<file path="config.mk">
export PLATFORM = sky130hd
export DESIGN_NAME = pig_game
export DESIGN_NICKNAME = d
export VERILOG_FILES = /design/src/rtl/dice_pkg.sv /design/src/rtl/sat_add.sv /design/src/rtl/pig_game.sv
export SDC_FILE = /design/constraint.sdc
export NUM_CORES = 1
export LEC_CHECK = 0
export CAP_MARGIN = 5
export CORE_MARGIN = 3
export CORE_UTILIZATION = 53
export DETAILED_ROUTE_END_ITERATION = 8
export MAX_ROUTING_LAYER = met4
export PLACE_DENSITY = 0.86
export SLEW_MARGIN = 15
export SYNTH_ARGS = -nofsm -noshare
export SYNTH_HDL_FRONTEND = slang
export SYNTH_HIERARCHICAL = 1
export SYNTH_SLANG_ARGS = --single-unit
</file>
<file path="constraint.sdc">
create_clock -name clk -period 5.13 [get_ports clk]
set_clock_uncertainty 0.2 [all_clocks]
set_input_delay 1.026 -clock clk [delete_from_list [all_inputs] [get_ports clk]]
set_output_delay 1.026 -clock clk [all_outputs]
set_load 0.02 [all_outputs]
</file>
<file path="src/rtl/dice_pkg.sv">
// rtl/dice_pkg.sv - shared game state type and die face constants
package dice_pkg;

   typedef enum logic [1:0] {
      IDLE,
      ARMED,
      SCORE,
      WIN
   } game_state_t;

   localparam logic [2:0] DIE_MIN  = 3'd1;
   localparam logic [2:0] DIE_MAX  = 3'd6;
   localparam logic [2:0] PIG_FACE = 3'd1;

endpackage

</file>
<file path="src/rtl/sat_add.sv">
// rtl/sat_add.sv - W-bit unsigned adder clamping at the all-ones value
module sat_add #(
   parameter int W = 8
) (
   input  logic [W-1:0] a,
   input  logic [W-1:0] b,
   output logic [W-1:0] y
);

   logic [W:0] sum;

   // carry out of the top bit means the true sum does not fit, so clamp
   assign sum = {1'b0, a} + {1'b0, b};
   assign y   = sum[W] ? {W{1'b1}} : sum[W-1:0];

endmodule

</file>
<file path="src/rtl/pig_game.sv">
// rtl/pig_game.sv - two-player Pig controller driving the die roller
module pig_game #(
   parameter int TARGET  = 100,
   parameter int SCORE_W = 8
) (
   input  logic               clk,
   input  logic               rst,
   input  logic [2:0]         roll_num,
   input  logic               roll_choose,
   input  logic               hold,
   output logic               roll_enable,
   output logic               player,
   output logic [SCORE_W-1:0] turn_total,
   output logic [SCORE_W-1:0] score0,
   output logic [SCORE_W-1:0] score1,
   output logic [2:0]         last_roll,
   output logic               winner_valid,
   output logic               winner
);

   import dice_pkg::*;

   localparam logic [SCORE_W-1:0] TARGET_V = SCORE_W'(TARGET);

   game_state_t        state;
   game_state_t        state_nxt;
   logic               hold_q;
   logic               capture;
   logic               bank;
   logic               win_bank;
   logic [SCORE_W-1:0] roll_ext;
   logic [SCORE_W-1:0] cur_score;
   logic [SCORE_W-1:0] turn_sum;
   logic [SCORE_W-1:0] bank_score;

   // a settled, legal face is captured; a hold edge only counts with the roller idle
   assign capture  = (state == ARMED) && roll_choose &&
                     (roll_num >= DIE_MIN) && (roll_num <= DIE_MAX);
   assign bank     = (state == ARMED) && hold && !hold_q &&
                     (roll_num == 3'd0) && !roll_choose;
   assign win_bank = bank && (bank_score >= TARGET_V);

   assign roll_ext    = {{(SCORE_W-3){1'b0}}, last_roll};
   assign cur_score   = player ? score1 : score0;
   assign roll_enable = (state == ARMED);

   sat_add #(.W(SCORE_W)) u_turn_add (
      .a (turn_total),
      .b (roll_ext),
      .y (turn_sum)
   );

   sat_add #(.W(SCORE_W)) u_bank_add (
      .a (cur_score),
      .b (turn_total),
      .y (bank_score)
   );

   // state register
   always_ff @(posedge clk or posedge rst) begin
      if (rst) begin
         state <= IDLE;
      end else begin
         state <= state_nxt;
      end
   end

   // next-state decode; capture takes priority over a same-cycle hold edge
   always_comb begin
      state_nxt = state;
      case (state)
         IDLE:    state_nxt = ARMED;
         ARMED: begin
            if (capture) begin
               state_nxt = SCORE;
            end else if (win_bank) begin
               state_nxt = WIN;
            end
         end
         SCORE:   state_nxt = ARMED;
         WIN:     state_nxt = WIN;
         default: state_nxt = IDLE;
      endcase
   end

   // hold history is tracked in every state so no stale edge survives WIN or reset
   always_ff @(posedge clk or posedge rst) begin
      if (rst) begin
         hold_q <= 1'b0;
      end else begin
         hold_q <= hold;
      end
   end

   // roll capture, turn accumulation, banking and winner latch
   always_ff @(posedge clk or posedge rst) begin
      if (rst) begin
         player       <= 1'b0;
         turn_total   <= '0;
         score0       <= '0;
         score1       <= '0;
         last_roll    <= 3'd0;
         winner_valid <= 1'b0;
         winner       <= 1'b0;
      end else begin
         if (capture) begin
            last_roll <= roll_num;
         end
         if (state == SCORE) begin
            if (last_roll == PIG_FACE) begin
               turn_total <= '0;
               player     <= ~player;
            end else begin
               turn_total <= turn_sum;
            end
         end
         if (bank) begin
            if (player) begin
               score1 <= bank_score;
            end else begin
               score0 <= bank_score;
            end
            turn_total <= '0;
            if (win_bank) begin
               winner_valid <= 1'b1;
               winner       <= player;
            end else begin
               player <= ~player;
            end
         end
      end
   end

endmodule

</file>
Yosys cells after proc, flatten, opt, wreduce, memory -nomap -nowiden --
Index checks and enable logic that the tools add are counted.
Cells by class: add/subtract/negate cells 2, multiply operators 0, divide/modulo/power cells 0, $lt $le $gt $ge 3, equality and inequality tests 5, shifts and indexed selects 0, multiplexer cells 13, bitwise operators 1, reductions and logical operators 17
Operators by type and width (count):
- $mux W8 | 6
- $add A8 B3 Y9 | 1
- $add A8 B8 Y9 | 1
- $ge A8 B7 Y1 const B | 1
- $logic_and A1 B1 Y1 | 8
- $pmux W2 S3 | 1
- $reduce_and A2 Y1 | 3
- $eq A2 B2 Y1 const B | 2
- $mux W1 | 4
- $mux W2 | 2
- $eq A3 B1 Y1 const B | 1
- $ge A3 B1 Y1 const B | 1
- $le A3 B3 Y1 const B | 1
- $logic_not A3 Y1 | 1
- $ne A3 B1 Y1 const B | 1
- $eq A2 B1 Y1 const B | 1
- $logic_not A1 Y1 | 2
- $logic_not A2 Y1 | 1
- $reduce_bool A2 Y1 | 1
- $reduce_or A2 Y1 | 1
- $not A1 Y1 | 1
Storage, ports and cells: bits in registers 33, latch bits 0, RAM bits 0, bits in read-only memories 0, input bits 7, output and inout bits 31, word-level logic and storage cells 50, memories 0

Longest topological paths before layout --
depth in word-level cells 9, depth in mapped cells 12, depth with buffers taken out 11

By module --
Netlist, hierarchy kept.
Modules (own cells, without submodules):
- pig_game | instances 1, cells each 106, area each 1463.9 um^2, sequential area each 825.8 um^2
- sat_add | instances 2, cells each 48, area each 390.4 um^2, sequential area each 0.0 um^2

Worst setup path after synthesis --
No wires, ideal clock.
path kind register to register, start point register player, end point register winner, library setup time 0.128 ns, arrival 3.407 ns, required time 4.802 ns, path slack 1.395 ns, cell stages (with the launch flop) 13, buffers on the path 1, clock period less this slack 3.735 ns, path through dfrtp_1 buf_2 mux2_2 ha_1 fa_1 a21oi_1 o211a_1 o21a_4 nand2_1 or3_1 a31oi_1 nand2b_1 mux2_1
On the way: word-level cells in the longest chain between the ends 6
Ends and longest elaborated chain:
- start: declaration | RTL line pig_game.sv:12 | output logic player,
- start signal: assignment | RTL line pig_game.sv:112 | player <= ~player;
- start signal: assignment | RTL line pig_game.sv:128 | player <= ~player;
- $mux W8 | RTL line pig_game.sv:44 | assign cur_score = player ? score1 : score0;
- net cur_score[0] | RTL line pig_game.sv:32 | logic [SCORE_W-1:0] cur_score;
- $add A8 B8 Y9 | RTL line sat_add.sv:13 | assign sum = {1'b0, a} + {1'b0, b};
- $mux W8 | RTL line sat_add.sv:14 | assign y = sum[W] ? {W{1'b1}} : sum[W-1:0];
- net bank_score[2] | RTL line pig_game.sv:34 | logic [SCORE_W-1:0] bank_score;
- $ge A8 B7 Y1 | RTL line pig_game.sv:41 | assign win_bank = bank && (bank_score >= TARGET_V);
- $logic_and A1 B1 Y1 | RTL line pig_game.sv:41
- $reduce_and A2 Y1 (no line)
- end signal: assignment | RTL line pig_game.sv:126 | winner <= player;
- end: declaration | RTL line pig_game.sv:18 | output logic winner
The timed path passes the listed nets, and every way through them passes these cells. A chain may end at the register's enable or synchronous reset.

Worst setup path in the final report --
Ends and elaborated chain as after synthesis.

==> results.txt <==
hold path start = winner$_DFFE_PP0P_
hold worst-path end = winner$_DFFE_PP0P_
Final Instance Area = 0.002781 sq mm
reg-to-reg slack, setup = 1.23 ns
DRT Pass-1 Iters = 4
top post-synthesis cells by area = dfrtp_1, mux2_2, ha_1, mux2_4, nor2_1
# H-tree levels = 2
area delta synth->final = 23.91%
Cells after Synth = 202
Min-Delay Path Class = register to register
period utilization = 0.7603
Final Max Slew Viols = 0
Ports = 38
CP Cell Sequence = mux2_2, ha_1, fa_1, a21oi_1, o211a_1, o21a_4, nand2_1, or3_1, a31oi_1, nand2b_1, mux2_1
DP Area = 0.002665 sq mm
Final HPWL DP = 3452 um
I/O Buffers = 37
leakage power = 1.346 nW
CTS tree = yes
largest net degree at the start of global routing = 34
fraction of registers with async set/reset = 1.000
latest clock arrival within the worst-skew pair = 0.28 ns
final wirelength = 4428 um
CP Class = register to register
Worst path max stage delay = 0.71 ns
Synth area leader = dfrtp_1
Clock transition at path regs = 0.06 ns
main combinational cell family by area after synthesis = simple AND/OR/NAND/NOR gates
cts hold-fix bufs = 0
fill count = 305
initial antenna violation count = 0
fmax = 256.4 MHz
Critical Path Fanout Max = 13
first-pass GRT wire length = 7831 um
DIE AREA = 0.005052 sq mm
post-synthesis simple-gate area fraction = 0.1700
Post-CTS Resized = 0
Site Rows = 23
# DRC = 0
via count = 1,684
Die H = 71.08 um
chip width = 71.08 um
outcome = completed
most used cells in the layout excluding fill and tap cells = clkdlybuf4s50_1, dfrtp_1, mux2_2
r2r endpoint = winner$_DFFE_PP0P_
Num CTS Buffers = 5
Initial Utilization = 0.5532
most common cell after layout, fill and taps aside = clkdlybuf4s50_1
via density per instance = 5.670
PD cells = 600.4 mW/mm^2
RR Startpoint = player$_DFF_PP0_
antenna cells = 0
worst r2r path cells = 11
endpoint arrival time on the critical path = 3.87 ns
Non-Filler Instances = 297
worst slew pin tran = 0.5845 ns
max cap viols = 0
top cell type's share of synthesized area = 0.3679
antenna viol nets, final = 0
Req. time, crit path = 5.10 ns
Total GRT Usage = 0.2044
cell area after synthesis = 0.002245 sq mm
# nets final = 271
WL/cell = 14.91 um
Initial DRC Count = 72
TNS Setup = 0 ns
gr ovfl total = 0
Unique masters post-synth = 44
Sequential Area = 825.8 sq um
critical path startpoint category = register
Post-Synth XOR/XNOR Area = 0.03512
Hold Violations, Final = 0
Post-synth EDFFs = 0
Synthesis Warnings = 6
Post-CTS Setup Inserts = 0
Final Wtd Congestion = 0.8062
flops & latches, synth = 33
vias in the first global route = 1,658
CP max stage cell = dfrtp_1
mux contribution to synthesized area = 0.1628
sequential area share after synthesis = 0.3679
deepest clock path buffer count = 2
Clock Tree Root = clkbuf_8
setup violators final = 0
Synth Area in Adders = 0.1070
slew margin rel. = 0.6103
peak supply drop = 0.0003853 V
Period minus WS final = 3.900 ns
Avg Cell Area, Syn = 11.11 sq um
share of layout cells above drive strength 1 = 0.2227
Multi-input gate area = 0.001373 sq mm
RSZ-0062 raised after global routing = no
complex-gate fraction of the synthesized area = 0.1282
Core ar. = 0.004058 sq mm
Worst Hold Depth = 1
CP endpoint kind = register
Placed Instances = 289
Post-synth top flop = dfrtp_1
Clock Sink Count = 33
==> worst max path at each step <==
| stage | start | end | slack, ns |
|---|---|---|---|
| 6_report | player$_DFF_PP0_ | winner$_DFFE_PP0P_ | 1.23 |
| 2_1_floorplan | player$_DFF_PP0_ | winner$_DFFE_PP0P_ | 1.40 |
| 4_1_cts | player$_DFF_PP0_ | winner$_DFFE_PP0P_ | 1.22 |
| 3_5_place_dp | player$_DFF_PP0_ | winner$_DFFE_PP0P_ | 1.25 |
| 5_1_grt | player$_DFF_PP0_ | winner$_DFFE_PP0P_ | 0.98 |
| 3_3_place_gp | player$_DFF_PP0_ | winner$_DFFE_PP0P_ | 1.34 |
==> metrics by stage <==
stage	power (mW)	util	hold WS, ns	worst slack (ns)
2_1_floorplan	1.127	-	0.2956	1.395
6_report	1.670	0.6855	0.3074	1.230
4_1_cts	1.685	0.6855	0.3113	1.224
5_1_grt	1.803	0.6855	0.3217	0.9833
3_5_place_dp	1.418	0.6568	0.2950	1.253
3_3_place_gp	1.392	0.6568	0.2694	1.339
==> metal layers <==
layer  global-route usage  wire, um  up-vias
li1                     -         -      828
met1               0.2664      1986      811
met2               0.3141      2194       41
met3              0.03409       198        4
met4              0.08977        49        0
met5                    -         0        -
==> where the power goes <==
part	switching (mW)	total [mW]	internal (mW)
sequential	0.104	0.444	0.340
combinational	0.501	0.976	0.476
clock	0.0913	0.250	0.158
==> worst max-delay path, delay by kind of cell (launching register included) <==
family | cells | cell delay (ns)
AOI/OAI and AO/OA | 4 | 0.80
muxes | 2 | 0.75
DFF | 1 | 0.71
and+or+nand+nor | 3 | 0.67
adders and majority gates | 2 | 0.65
==> cell families after synthesis <==
kind of cell / count (synthesis)
compound gates: 37
xor+xnor: 9
fa+ha+maj: 18
buf+inv: 12
flops: 33
mux: 30
other cells: 1
simple gates: 62
==> sequential cells by signal (all words and copies together) (netlist names) <==
| name | count |
|---|---|
| hold_q | 1 |
| last_roll | 3 |
| player | 1 |
| score0 | 8 |
| score1 | 8 |
| state | 2 |
| turn_total | 8 |
| winner | 1 |
| winner_valid | 1 |
==> cell usage after synthesis (3+ instances only) <==
cell type and instances:
dfrtp_1 33, mux2_2 18, nor2_1 17, ha_1 16, a21oi_1 11, nand2_1 10
a22oi_1 8, mux2_4 8, inv_1 7, xor2_1 6, nand3_1 5, a21o_1 4
nand2b_2 4, nand3_2 4, nor4b_1 4, nand2b_1 3, nor3_1 3, xnor2_1 3
==> area by class of cell <==
| class | count | area share |
|---|---|---|
| multi-input cells | 161 | 0.4935 |
| well taps | 50 | 0.02249 |
| clock inverters | 1 | 0.01080 |
| flip-flops and latches | 33 | 0.2969 |
| repair buffers | 38 | 0.1359 |
| inverters | 7 | 0.009447 |
| clock buffers | 7 | 0.03104 |
No activity file was read; power rests on OpenSTA's default activity.
